--- src/rtl/fifo_wr_arb.sv ---
// Round-robin arbiter that shares one FIFO write port among NUM_REQ valid/ready sources.
// A grant lasts for up to MAX_BURST words. The FIFO full/almost_full flags stall the granted source.
module fifo_wr_arb #(
  parameter int NUM_REQ    = 4,
  parameter int DATA_WIDTH = 8,
  parameter int MAX_BURST  = 4,
  parameter int USE_AFULL  = 1
) (
  input  logic                          clk,
  input  logic                          rst,
  input  logic [NUM_REQ-1:0]            req_valid,
  input  logic [NUM_REQ*DATA_WIDTH-1:0] req_data,
  output logic [NUM_REQ-1:0]            req_ready,
  output logic                          fifo_wr,
  output logic [DATA_WIDTH-1:0]         fifo_data,
  input  logic                          fifo_almost_full,
  input  logic                          fifo_full,
  output logic [$clog2(NUM_REQ)-1:0]    grant_id,
  output logic                          busy
);
  localparam int GW = $clog2(NUM_REQ);
  localparam int CW = $clog2(MAX_BURST + 1);

  typedef enum logic {IDLE, GRANT} state_t;

  state_t          state_reg, state_next;
  logic [GW-1:0]   grant_reg, grant_next;
  logic [GW-1:0]   last_reg, last_next;
  logic [CW-1:0]   burst_reg, burst_next;
  logic [GW-1:0]   pick, cand;
  logic            stall, granted, release_now;
  logic [DATA_WIDTH-1:0] words [NUM_REQ];

  assign stall   = fifo_full | ((USE_AFULL != 0) & fifo_almost_full);
  assign granted = (state_reg == GRANT);

  for (genvar gi = 0; gi < NUM_REQ; gi++) begin : g_req
    assign words[gi]     = req_data[gi*DATA_WIDTH +: DATA_WIDTH];
    assign req_ready[gi] = granted & (grant_reg == GW'(gi)) & ~stall;
  end

  assign fifo_wr   = granted & req_valid[grant_reg] & ~stall;
  assign fifo_data = fifo_wr ? words[grant_reg] : '0;
  assign grant_id  = grant_reg;
  assign busy      = granted;

  // Walk from farthest to nearest so the nearest valid index after last wins.
  always_comb begin
    pick = '0;
    cand = '0;
    for (int k = NUM_REQ; k >= 1; k--) begin
      cand = GW'((int'(last_reg) + k) % NUM_REQ);
      if (req_valid[cand]) pick = cand;
    end
  end

  assign release_now = (fifo_wr && (burst_reg == CW'(MAX_BURST - 1))) || !req_valid[grant_reg];

  always_comb begin
    state_next = state_reg;
    grant_next = grant_reg;
    last_next  = last_reg;
    burst_next = burst_reg;
    case (state_reg)
      IDLE: begin
        if (|req_valid) begin
          grant_next = pick;
          state_next = GRANT;
        end
      end
      GRANT: begin
        if (fifo_wr) burst_next = burst_reg + CW'(1);
        if (release_now) begin
          state_next = IDLE;
          last_next  = grant_reg;
          burst_next = '0;
        end
      end
      default: state_next = IDLE;
    endcase
  end

  always_ff @(posedge clk or posedge rst) begin
    if (rst) begin
      state_reg <= IDLE;
      grant_reg <= '0;
      last_reg  <= GW'(NUM_REQ - 1);
      burst_reg <= '0;
    end else begin
      state_reg <= state_next;
      grant_reg <= grant_next;
      last_reg  <= last_next;
      burst_reg <= burst_next;
    end
  end

endmodule

--- config.mk ---
export PLATFORM = sky130hd
export DESIGN_NAME = fifo_wr_arb
export DESIGN_NICKNAME = d
export VERILOG_FILES = /design/src/rtl/fifo_wr_arb.sv
export SDC_FILE = /design/constraint.sdc
export NUM_CORES = 1
export LEC_CHECK = 0
export BUFFER_PORTS_ARGS = -buffer_cell sky130_fd_sc_hd__buf_2
export CAP_MARGIN = 25
export CORE_AREA = 2 2 50 52
export DETAILED_ROUTE_END_ITERATION = 7
export DIE_AREA = 0 0 52 54
export GPL_TIMING_DRIVEN = 0
export HOLD_SLACK_MARGIN = 0.05
export PLACE_DENSITY = 0.76
export REMOVE_ABC_BUFFERS = 1
export SLEW_MARGIN = 20
export SYNTH_ARGS = -nofsm -noshare
export SYNTH_HDL_FRONTEND = slang
export SYNTH_SLANG_ARGS = --single-unit
--- constraint.sdc ---
create_clock -name clk -period 1.75 [get_ports clk]
set_input_delay 0.2625 -clock clk [delete_from_list [all_inputs] [get_ports clk]]
set_output_delay 0.2625 -clock clk [all_outputs]
set_load 0.005 [all_outputs]
======== Word level (Yosys, flattened, before mapping) ========
Index checks and enable logic that the tools add are counted.
cells by class
  add/sub/neg operators ................... 5
  multiplexer cells ....................... 23
  eq/ne operators ......................... 4
  divide/modulo/power cells ............... 0
  order comparisons ....................... 6
  bitwise operators ....................... 14
  $mul .................................... 0
  shifts and indexed selects .............. 0
  reductions and logical operators ........ 9
operators with widths
  cell                   count
  $mux W8                3
  $bmux W8 S2            1
  $lt A2 B3 Y1 const B   5
  $and A1 B1 Y1          10
  $bmux W1 S2            5
  $mux W2                4
  $mux W1                7
  $mux W3                2
  $reduce_and A2 Y1      3
  $add A2 B1 Y2 const B  2
  $add A2 B2 Y2 const B  2
  $eq A2 B2 Y1 const B   2
  $reduce_or A4 Y1       1
  $add A3 B1 Y3 const B  1
  $eq A3 B2 Y1 const B   1
  $ge A3 B3 Y1 const B   1
  $not A2 Y3             1
  $eq A2 B1 Y1 const B   1
  $logic_not A2 Y1       1
  $not A1 Y1             2
  $pmux W1 S2            1
  $reduce_bool A2 Y1     1
  $logic_and A1 B1 Y1    1
  $logic_not A1 Y1       1
  other kinds (2)        2
storage, ports and cells
  memories kept ........................... 0
  flip-flop bits (word level) ............. 8
  latch bits .............................. 0
  bits in writable memories ............... 0
  memory bits (read-only) ................. 0
  word-level logic and storage cells ...... 65

======== Longest topological paths before layout ========
Gate-level depths: netlist of the first run.
  word-level depth ........................ 8
  depth in mapped cells ................... 5
  gate-level depth less buffers ........... 5

======== Least setup slack after synthesis of the first run ========
Ideal clock, no wire load.
  path kind ............................... reg-to-output
  start point ............................. register grant_reg[0], in the netlist grant_id[0]
  end point ............................... output port fifo_data[0]
  buffers on the path ..................... 2
  arrival time ............................ 1.301 ns
  cell stages (with the launch flop) ...... 5
  path slack .............................. 0.187 ns
  cells stage by stage .................... dfrtp_1 -> buf_6 -> buf_6 -> mux4_2 -> and3_1
on the way
  cells in the longest elaborated chain, start to end .. 5
  elaborated cells on any way between the ends .. 9
  those cells by class .................... mux (6); bitwise (3)
RTL lines
  element                                                              line    text
  from (decl)                                                          27      logic [GW-1:0] grant_reg, grant_next;
  from (signal assigned)                                               91      grant_reg <= grant_next;
  $bmux W1 S2 / $not A2 Y3 (equally long branches)                     42, 43
  $mux W1 (implied by the code) / $bmux W8 S2 (equally long branches)  42, 43
  $and A1 B1 Y1 / $mux W8 (equally long branches) (2 in a row)         42, 43
  $mux W8 (*)                                                          43      assign fifo_data = fifo_wr ? words[grant_reg] : '0;
  to (decl)                                                            15      output logic [DATA_WIDTH-1:0] fifo_data,
Mark *: on every way between the ends. The rest lies on a longest branch, timed or not. The select of a mux whose other input is x is not followed.

======== Worst setup path in the final report of the first run ========
  start point ............................. register grant_reg[0], in the netlist grant_id[0]
  end point ............................... output port fifo_data[6]
Same word-level chain as after synthesis.

==> results of run 1 <==
area by class of cell:
class / instances / share of cell area [%]
multi-input cells: 66 / 50.70
repair buffers: 62 / 27.03
flip-flops and latches: 8 / 15.56
well taps: 30 / 2.796
clock buffers: 4 / 1.957
inverters: 7 / 1.957
kinds of logic (layout without fill, tap and decap cells):
kind of cell / count (synthesis) / count (layout) / synth area share, %
AO/OA/AOI/OAI: 18 / 18 / 14.99
AND/OR/NAND/NOR: 33 / 33 / 23.98
multiplexers: 12 / 13 / 28.47
flip-flops: 8 / 8 / 22.07
buffers and inverters: 14 / 73 / 7.766
adder cells (fa/ha/maj): 2 / 2 / 2.724
synth_stat cells (2+ instances only):
library cell | count | area, sq um
sky130_fd_sc_hd__mux4_2 | 2 | 45.04
sky130_fd_sc_hd__and4bb_2 | 2 | 25.02
sky130_fd_sc_hd__ha_1 | 2 | 25.02
sky130_fd_sc_hd__dfrtp_1 | 6 | 150.1
sky130_fd_sc_hd__buf_2 | 3 | 15.01
sky130_fd_sc_hd__o21ai_0 | 2 | 10.01
sky130_fd_sc_hd__buf_6 | 2 | 22.52
sky130_fd_sc_hd__o32a_1 | 2 | 20.02
sky130_fd_sc_hd__mux2_2 | 2 | 22.52
sky130_fd_sc_hd__a21oi_1 | 4 | 20.02
sky130_fd_sc_hd__mux4_1 | 7 | 183.9
sky130_fd_sc_hd__nand2_1 | 6 | 22.52
sky130_fd_sc_hd__inv_1 | 7 | 26.28
sky130_fd_sc_hd__nor2_1 | 2 | 7.510
sky130_fd_sc_hd__clkbuf_1 | 2 | 7.510
sky130_fd_sc_hd__o211ai_1 | 2 | 15.01
sky130_fd_sc_hd__dfstp_2 | 2 | 52.55
sky130_fd_sc_hd__and3_1 | 9 | 56.30
sky130_fd_sc_hd__o32ai_1 | 3 | 26.28
sky130_fd_sc_hd__nand2b_1 | 4 | 25.02
power by group:
group	switching [uW]	total, uW	internal [uW]	leakage (uW)
sequential	138	421	282	0.0000935
clock	67.2	155	87.5	0.0000150
combinational	410	975	566	0.000549
total	615	1550	935	0.000657
path summary, 6_finish.rpt:
kind / from / endpoint / slack (ns) / cells after the start
max: grant_id[0]$_DFFE_PP0P_ / fifo_data[6] / -0.19 / 4
min: req_valid[3] / grant_id[1]$_DFFE_PP0P_ / 0.40 / 3
max reg2reg: grant_id[0]$_DFFE_PP0P_ / burst_reg[1]$_DFFE_PP0P_ / 0.15 / 5
min reg2reg: burst_reg[0]$_DFFE_PP0P_ / burst_reg[0]$_DFFE_PP0P_ / 0.51 / 1
max in group asynchronous: rst / last_reg[1]$_DFFE_PP1P_ / 0.95 / 3
min in group asynchronous: rst / burst_reg[2]$_DFFE_PP0P_ / 0.51 / 3
layout by cell type (no fill, tap or decap), drive strengths merged, types with 2 or more instances in the layout:
master  instances
mux2            2
nand2b          4
a21oi           4
nand2           7
o21ai           2
o211ai          2
dfstp           2
o32a            2
nor2            2
buf            61
o32ai           3
and4bb          2
mux4           10
dfrtp           6
inv             7
nor3b           2
clkbuf          4
ha              2
and3            9
layer usage:
metal / vias up / track usage (%) / share of wire [%]
met5: - / 0 / 0
met4: 0 / 4.386 / 1.4
met3: 8 / 2.500 / 7.0
met2: 52 / 40.30 / 55
met1: 481 / 24.27 / 36
li1: 479 / - / -
repair_timing:
| item | 4_1_cts | 5_1_grt |
|---|---|---|
| cloned | 1 | 0 |
| gates resized for setup | 8 | 8 |
| hold endpoints to repair | 6 | 0 |
| endpoints found under the setup margin | 16 | 10 |
| hold buffers | 1 | 0 |
| pin swaps | 1 | 0 |
| buffers inserted | 6 | 0 |
per-stage QoR:
| stage | setup slack, ns | area [sq um] | instances |
|---|---|---|---|
| after floorplan | -0.04277 | 873.3 | 80 |
| after global placement | -0.3221 | 1186 | 165 |
| after detailed placement | -0.3454 | 1186 | 165 |
| after CTS | -0.1853 | 1315 | 177 |
| after global routing | -0.2445 | 1343 | 177 |
| final | -0.1903 | 1343 | 177 |
critical path: cells and delay by family, from the launching register on:
family                 cells  cell delay (ns)
flip-flops                 1             0.49
multiplexers               1             0.48
AND/OR/NAND/NOR            1             0.19
buffers and inverters      2             0.27
==> out/qor.yml, run 1 <==
timing:
  rsz0062_at_grt: "true"
  final.setup.tns_ns: -1.622
  setup_viol_count_final: 9
  finalWorstSetupSlack_ns: -0.1903
  fin_hold_ws_ns: 0.3965
  timing.final.max_slew_violations: 0
  finalCriticalPeriod_ns: 1.940
  finalHoldViolCount: 0
  layout_worst_path_cycle_share_pct: 110.9
  tightestPinTransition_ns: 0.4124
  finClkSkew_ns: 0.01324
  slew_headroom_pct: 72.48
  fmaxAchievable_ghz: 0.5154
drt:
  detail-route-antenna-nets: 0
  drt_drc_violations_left: 0
  via_count: 1020
  initialDrtViolationCount: 26
  detailedRoute.firstPassIterationCount: 4
  post_drt_wl_per_cell_um: 16.11
  detail_route.wirelength_mm: 2.852
  via_per_inst: 5.763
floorplanning:
  io_pins: 56
  die_width_um: 52
  std_cell_rows: 18
  start_util_pct: 39.59
  die-height_um: 54
  fp.coreArea_sq_um: 2320
  dieArea_sq_um: 2808
synth:
  synth_edf_count: 0
  synthArstFlopShare_pct: 100.0
  post_synth_num_cell_types: 36
  syn_area_sq_um: 918.4
  ys_seq_elements: 8
  post_synth_inst_count: 87
  yosysWarningCount: 0
  dominantRegCellSynth: "sky130_fd_sc_hd__dfrtp_1"
  synth_area_per_cell_sq_um: 10.56
  seq_area_frac_synth_pct: 22.07
finish:
  number_of_flip_flops_in_the_largest_register: 3
  final_util_pct: 57.87
  final-seq-area_sq_um: 209.0
  final_net_count: 190
  area_growth_pct: 46.19
  multi_input_area_sq_um: 680.7
  antenna_cells_inserted: 0
  post_route_cells_drive_above_1_share_pct: 57.82
  n_fill_cell: 197
global_route:
  track_usage_pct: 20.76
  grt_pass1_vias: 960
  antenna_found_initial: 0
  grt_start_max_net_pins: 22
  grt_pass1_wl_mm: 4.381
  grt_overflow: 0
status:
  status: "finished, violations left"
  failed_checks: "setup timing"
clock_tree:
  clock-sinks: 8
  ctsRootBufferMaster: "sky130_fd_sc_hd__clkbuf_4"
  clock_tree.buffer_depth: 2
  cts_tree: "done"
  clk_latency_ns: 0.26
  cts-htree-levels: 1
  cts_made_buffers: 3
  path_clk_slew_ns: 0.05
critical_path:
  worst-endpoint-required_ns: 1.49
  critical_path.startpoint_type: "register"
  timing.critical_path.to_type: "primary output"
  cp_max_fo: 6
  worst_path_max_delay_cell: "sky130_fd_sc_hd__dfrtp_4"
  worst-setup-path-type: "register to primary output"
  critical-path-max-stage-delay_ns: 0.49
  cp_cell_sequence: "buf_12 -> mux4_2 -> and3_1 -> buf_2"
  worst-endpoint-arrival_ns: 1.68
placed_design:
  detailed_place_hpwl_mm: 1.945
  number_of_buffers_inserted_by_port_buffering: 55
  globalplace.congestion: 0.7602
min_path:
  hold_path_class: "input port to register"
pwr:
  vdd_ir_drop_max_mv: 0.7149
  total_power_of_the_final_layout_uw: 1551
  power_density_over_the_cells_nw_per_um2: 1155
  p_leak_uw: 0.0006570
job:
  timing.max_cap.violations: 0
Note: power is estimated with default switching activity, not from simulation.
==> run 2: changes to the inputs <==
GPL_TIMING_DRIVEN = not set   (was 0)
==> run 2 against run 1 <==
Effect of this change: the run still ends with setup timing left; critical endpoint unchanged; register-to-register slack lost 0.02 ns; sequential power shrank 16%; global-route usage grew 1.8 points; via count grew 7.3%; clock power shrank 3%; clock skew shrank 0.012 ns; wire length grew 11%; largest cell class unchanged; largest power group unchanged; critical path type unchanged; combinational power grew 16%.
==> out/qor.yml, run 2 (synthesis gave the netlist of run 1 again) <==
status:
  status: "finished, violations left"
  failed_checks: "setup timing"
critical_path:
  critical_path.n_buffers_inverters: 2  # unchanged
  crit_family: "multiplexers"
  worst-endpoint-required_ns: 1.49  # about the same
  critical_path.startpoint_type: "register"
  critical-path-max-stage-delay_ns: 0.55  # +0.06 ns
  worst-endpoint-arrival_ns: 1.69  # about the same
  worst-setup-path-type: "register to primary output"
  worst_path_max_delay_cell: "sky130_fd_sc_hd__mux4_2"
  crit_top_cell: "sky130_fd_sc_hd__buf_6"
  cp_cell_sequence: "buf_6 -> mux4_2 -> and3_4 -> buf_6"
  timing.critical_path.to_type: "primary output"
  cp_max_fo: 5  # -1
finish:
  final_net_count: 197  # +3.7%
  area_growth_pct: 46.87
  number_of_flip_flops_in_the_largest_register: 3  # unchanged
  n_fill_cell: 188  # -4.6%
  final_cell_mix: "sky130_fd_sc_hd__buf_2, sky130_fd_sc_hd__mux4_2, sky130_fd_sc_hd__buf_4, sky130_fd_sc_hd__inv_1, sky130_fd_sc_hd__and3_1"
  antenna_cells_inserted: 0  # unchanged
  final-seq-area_sq_um: 202.7  # -3.0%
  multi_input_area_sq_um: 653.1  # -4.0%
  post_route_cells_drive_above_1_share_pct: 60.78  # +3.0 points
  mostFrequentLayoutCell: "sky130_fd_sc_hd__buf_2"
drt:
  drt_drc_violations_left: 0  # unchanged
  detailedRoute.firstPassIterationCount: 4  # unchanged
  post_drt_wl_per_cell_um: 17.32  # +7.5%
  initialDrtViolationCount: 57  # +120%
  detail_route.wirelength_mm: 3.169  # +11%
  detail-route-antenna-nets: 0  # unchanged
  via_count: 1094  # +7.3%
  via_per_inst: 5.978  # +3.7%
timing:
  finClkSkew_ns: 0.0009101  # -0.01233 ns
  finalWorstSetupSlack_ns: -0.2003  # -0.009978 ns
  rsz0062_at_grt: "true"
  tightestPinTransition_ns: 0.3958  # -0.01662 ns
  slew_headroom_pct: 73.59  # +1.1 points
  finalCriticalPeriod_ns: 1.950  # +0.009978 ns
  fmaxAchievable_ghz: 0.5127  # -0.51%
  fin_hold_ws_ns: 0.4823  # +0.08576 ns
  setup_viol_count_final: 9  # unchanged
  layout_worst_path_cycle_share_pct: 111.4  # +0.57 points
  final.setup.tns_ns: -1.673  # -0.05112 ns
  timing.final.max_slew_violations: 0  # unchanged
  finalHoldViolCount: 0  # unchanged
clock_tree:
  cts_tree: "done"
  path_clk_slew_ns: 0.06  # about the same
  clock_tree.buffer_depth: 2  # unchanged
  clk_latency_ns: 0.26  # about the same
  ctsRootBufferMaster: "sky130_fd_sc_hd__clkbuf_4"
  clock-sinks: 8  # unchanged
  cts_made_buffers: 3  # unchanged
  cts-htree-levels: 1  # unchanged
global_route:
  use_met2_pct: 41.35  # +1.1 points
  grt_pass1_vias: 945  # -1.6%
  antenna_found_initial: 0  # unchanged
  grt_util_met1_pct: 27.40  # +3.1 points
  track_usage_pct: 22.52  # +1.8 points
  grt_start_max_net_pins: 13  # -41%
  grt_overflow: 0  # unchanged
  grt_pass1_wl_mm: 4.616  # +5.4%
  globalRoute.busiestLayer: "met2"
  groute.layer.met3.usage_pct: 3.056  # +0.56 points
floorplanning:
  die-height_um: 54  # unchanged
  std_cell_rows: 18  # unchanged
  io_pins: 56  # unchanged
  fp.coreArea_sq_um: 2320  # unchanged
  dieArea_sq_um: 2808  # unchanged
  start_util_pct: 39.59  # unchanged
  die_width_um: 52  # unchanged
pwr:
  vdd_ir_drop_max_mv: 0.5359  # -25%
  power_density_over_the_cells_nw_per_um2: 1212  # +5.0%
  p_leak_uw: 0.0006662  # +1.4%
job:
  timing.max_cap.violations: 0  # unchanged
min_path:
  hold_path_class: "input port to register"
placed_design:
  detailed_place_hpwl_mm: 2.119  # +8.9%
  globalplace.congestion: 0.9117  # +20%
  number_of_buffers_inserted_by_port_buffering: 55  # unchanged
run 2: cell count changes in the layout (fill, tap and decap cells not counted), moves of 2 or more:
cell,change
sky130_fd_sc_hd__mux4_1,-6
sky130_fd_sc_hd__mux4_2,+6
sky130_fd_sc_hd__buf_4,+7
sky130_fd_sc_hd__dfrtp_1,+3
sky130_fd_sc_hd__dfrtp_2,-2
run 2: per-layer routing:
| metal | wire [um] | share of wire [%] | up-vias |
|---|---|---|---|
| li1 | - | - | 486 |
| met2 | 1657 | 52 | 69 |
| met5 | 0 | 0 | - |
| met1 | 1227 | 39 | 530 |
| met3 | 234 | 7.4 | 9 |
| met4 | 48 | 1.5 | 0 |
run 2: power breakdown:
| part | internal (uW) | switching, uW | leakage [uW] | total (uW) |
|---|---|---|---|---|
| Combinational | 627 | 506 | 0.000556 | 1130 |
| Clock | 79.1 | 71.6 | 0.0000138 | 151 |
| Sequential | 271 | 80.9 | 0.0000960 | 352 |
run 2: timing repair:
action | 4_1_cts | 5_1_grt
hold buffers | 1 | 0
hold endpoints to repair | 6 | 0
resized for setup | 5 | 12
endpoints found under the setup margin | 10 | 10
pin swaps | 1 | 0
gates cloned | 2 | 0
setup buffers | 4 | 1
run 2: metrics by stage:
| stage | cells | utilization [%] | cell area, sq um | power, uW | setup WS, ns |
|---|---|---|---|---|---|
| finish | 183 | 58.14 | 1349 | 1635 | -0.2003 |
| global route | 183 | 58.14 | 1349 | 1731 | -0.2376 |
| CTS | 182 | 57.55 | 1335 | 1547 | -0.1778 |
| detailed placement | 172 | 53.40 | 1239 | 1257 | 0.06282 |
| global placement | 172 | 53.40 | 1239 | 1221 | 0.09812 |
| floorplan | 80 | - | 873.3 | 916.4 | -0.04277 |
run 2: final timing paths:
kind | startpoint | slack, ns | cells after the start | end
max in group asynchronous | rst | 0.97 | 3 | last_reg[0]$_DFFE_PP1P_
min in group asynchronous | rst | 0.49 | 3 | burst_reg[1]$_DFFE_PP0P_
worst max register to register | grant_id[0]$_DFFE_PP0P_ | 0.13 | 6 | burst_reg[1]$_DFFE_PP0P_
worst min register to register | burst_reg[0]$_DFFE_PP0P_ | 0.51 | 1 | burst_reg[0]$_DFFE_PP0P_
worst min-delay path | req_valid[1] | 0.48 | 3 | last_reg[0]$_DFFE_PP1P_
worst max-delay path | grant_id[0]$_DFFE_PP0P_ | -0.20 | 4 | fifo_data[6]
run 2: final cells by class:
type	instances	share of cell area, %
Clock buffer	3	1.670
Inverter	7	1.948
Multi-Input combinational cell	66	48.42
Sequential cell	8	15.03
Tap cell	30	2.783
Timing Repair Buffer	69	30.15
run 2: tightest hold or removal path, delay by kind of cell:
kind	cells	cell delay, ns
AOI/OAI and AO/OA	1	0.09
buffers and inverters	1	0.18
muxes	1	0.20
==> run 3: changes to the inputs <==
GPL_TIMING_DRIVEN = 0   (was not set)
SKIP_LAST_GASP = 1   (was not set)
==> run 3 against run 2 <==
Effect of this change: the run still ends with setup timing left; power decreased by 5.4%; clock power about the same; register-to-register slack improved by 0.02 ns; sequential power increased by 20%; utilization decreased by 0.81 points.
==> out/qor.yml, run 3 (synthesis gave the netlist of run 1 again) <==
status:
  status: "finished, violations left"
  failed_checks: "setup timing"
critical_path:
  cp_max_fo: 6  # +1
  regToRegSetupSlack_ns: 0.15  # +0.02 ns
  worst_path_max_delay_cell: "sky130_fd_sc_hd__dfrtp_4"
  critical-path-max-stage-delay_ns: 0.49  # -0.06 ns
  cp_cell_sequence: "buf_12 -> mux4_2 -> and3_4 -> buf_2"
  critical_path.startpoint_type: "register"
  critical_path.n_buffers_inverters: 2  # unchanged
  crit_family: "flip-flops"
  r2r_start: "grant_id[0]$_DFFE_PP0P_"
  timing.critical_path.from: "grant_id[0]$_DFFE_PP0P_"
  timing.critical_path.to_type: "primary output"
  worstRegToRegCells: 5  # -1
  worstReg2RegEnd: "burst_reg[1]$_DFFE_PP0P_"
  worst-endpoint-required_ns: 1.49  # about the same
  worst-setup-path-type: "register to primary output"
  worst-endpoint-arrival_ns: 1.68  # about the same
clock_tree:
  clock-sinks: 8  # unchanged
  cts_made_buffers: 3  # unchanged
  path_clk_slew_ns: 0.05  # about the same
  cts-htree-levels: 1  # unchanged
  cts_tree: "done"
  clock_tree.buffer_depth: 2  # unchanged
  clk_latency_ns: 0.26  # about the same
  ctsRootBufferMaster: "sky130_fd_sc_hd__clkbuf_4"
finish:
  number_of_flip_flops_in_the_largest_register: 3  # unchanged
  final_util_pct: 57.34  # -0.81 points
  post_route_cells_drive_above_1_share_pct: 57.82  # -3.0 points
  mostFrequentLayoutCell: "sky130_fd_sc_hd__buf_2"
  final_cell_mix: "sky130_fd_sc_hd__buf_2, sky130_fd_sc_hd__and3_1, sky130_fd_sc_hd__inv_1, sky130_fd_sc_hd__nand2_1, sky130_fd_sc_hd__mux4_1"
  final_net_count: 190  # -3.6%
  antenna_cells_inserted: 0  # unchanged
  area_growth_pct: 44.82
timing:
  final.setup.tns_ns: -1.627  # +0.04589 ns
  layout_worst_path_cycle_share_pct: 111.2  # -0.23 points
  fin_hold_ws_ns: 0.3909  # -0.09134 ns
  finalHoldViolCount: 0  # unchanged
  finClkSkew_ns: 0.01315  # +0.01224 ns
  tightestPinTransition_ns: 0.4150  # +0.01924 ns
  slew_headroom_pct: 72.30  # -1.3 points
  setup_viol_count_final: 9  # unchanged
  fmaxAchievable_ghz: 0.5138  # +0.21%
  finalCriticalPeriod_ns: 1.946  # -0.004038 ns
  rsz0062_at_grt: "true"
  finalWorstSetupSlack_ns: -0.1963  # +0.004038 ns
  timing.final.max_slew_violations: 0  # unchanged
min_path:
  hold-path-cell-count: 3  # unchanged
  hp-start: "req_valid[3]"
  hold_path_class: "input port to register"
  whs_endpoint: "grant_id[1]$_DFFE_PP0P_"
global_route:
  track_usage_pct: 20.76  # -1.8 points
  grt_pass1_wl_mm: 4.381  # -5.1%
  grt_start_max_net_pins: 22  # +9
  antenna_found_initial: 0  # unchanged
  grt_overflow: 0  # unchanged
  grt_pass1_vias: 960  # +1.6%
floorplanning:
  dieArea_sq_um: 2808  # unchanged
  io_pins: 56  # unchanged
  die-height_um: 54  # unchanged
  start_util_pct: 39.59  # unchanged
  fp.coreArea_sq_um: 2320  # unchanged
  die_width_um: 52  # unchanged
  std_cell_rows: 18  # unchanged
placed_design:
  number_of_buffers_inserted_by_port_buffering: 55  # unchanged
  globalplace.congestion: 0.7602  # -17%
  detailed_place_hpwl_mm: 1.945  # -8.2%
drt:
  post_drt_wl_per_cell_um: 16.14  # -6.8%
  via_count: 1009  # -7.8%
  initialDrtViolationCount: 24  # -58%
  drt_drc_violations_left: 0  # unchanged
  detail_route.wirelength_mm: 2.856  # -9.9%
  via_per_inst: 5.701  # -4.6%
  detailedRoute.firstPassIterationCount: 4  # unchanged
  detail-route-antenna-nets: 0  # unchanged
pwr:
  power_density_over_the_cells_nw_per_um2: 1163  # -4.1%
  vdd_ir_drop_max_mv: 0.7171  # +34%
  p_leak_uw: 0.0006556  # -1.6%
job:
  timing.max_cap.violations: 0  # unchanged
run 3: area by class of cell:
cell class | instances | area, sq um
repair buffers | 62 | 350.3
flip-flops and latches | 8 | 209.0
fillers | 197 | 989.7
well taps | 30 | 37.54
multi-input cells | 66 | 680.7
clock buffers | 4 | 26.28
inverters | 7 | 26.28
run 3: repair_timing:
item,CTS,global route
buffers inserted,6,0
endpoints found under the hold margin,6,0
setup endpoints to repair,16,10
hold buffers,1,0
gates cloned,1,0
pin swaps,1,0
gates resized for setup,8,6
run 3: stage by stage:
| stage | power [uW] | area [sq um] | instances | worst slack, ns |
|---|---|---|---|---|
| 2_1_floorplan | 916.4 | 873.3 | 80 | -0.04277 |
| 4_1_cts | 1502 | 1315 | 177 | -0.1853 |
| 5_1_grt | 1645 | 1330 | 177 | -0.2445 |
| 6_report | 1547 | 1330 | 177 | -0.1963 |
| 3_3_place_gp | 1133 | 1186 | 165 | -0.3221 |
| 3_5_place_dp | 1163 | 1186 | 165 | -0.3454 |
run 3: worst max-delay path by stage:
stage / endpoint / slack, ns / depth (start not counted)
after floorplan: fifo_data[0] / -0.04 / 2
after global placement: fifo_data[4] / -0.32 / 3
after detailed placement: fifo_data[6] / -0.35 / 3
after CTS: fifo_data[6] / -0.19 / 4
after global routing: fifo_data[4] / -0.24 / 4
final: fifo_data[0] / -0.20 / 4
run 3: worst min-delay path, cell delays in order:
cell,delay [ns]
sky130_fd_sc_hd__buf_2,0.16
sky130_fd_sc_hd__nor2_1,0.10
sky130_fd_sc_hd__o41ai_1,0.08
run 3: per-layer routing:
layer	wire length [um]	share of wire (%)	up-vias	track usage, %
met3	172	6.0	2	2.500
met4	12	0.42	0	4.386
met1	1068	37	488	24.27
li1	-	-	478	-
met2	1603	56	41	40.30
met5	0	0	-	0
run 3: power breakdown:
| group | switching [uW] | leakage, uW | total, uW | internal, uW |
|---|---|---|---|---|
| Sequential | 140 | 0.0000935 | 422 | 282 |
| Clock | 66.7 | 0.0000150 | 154 | 87.4 |
| Combinational | 411 | 0.000547 | 970 | 559 |
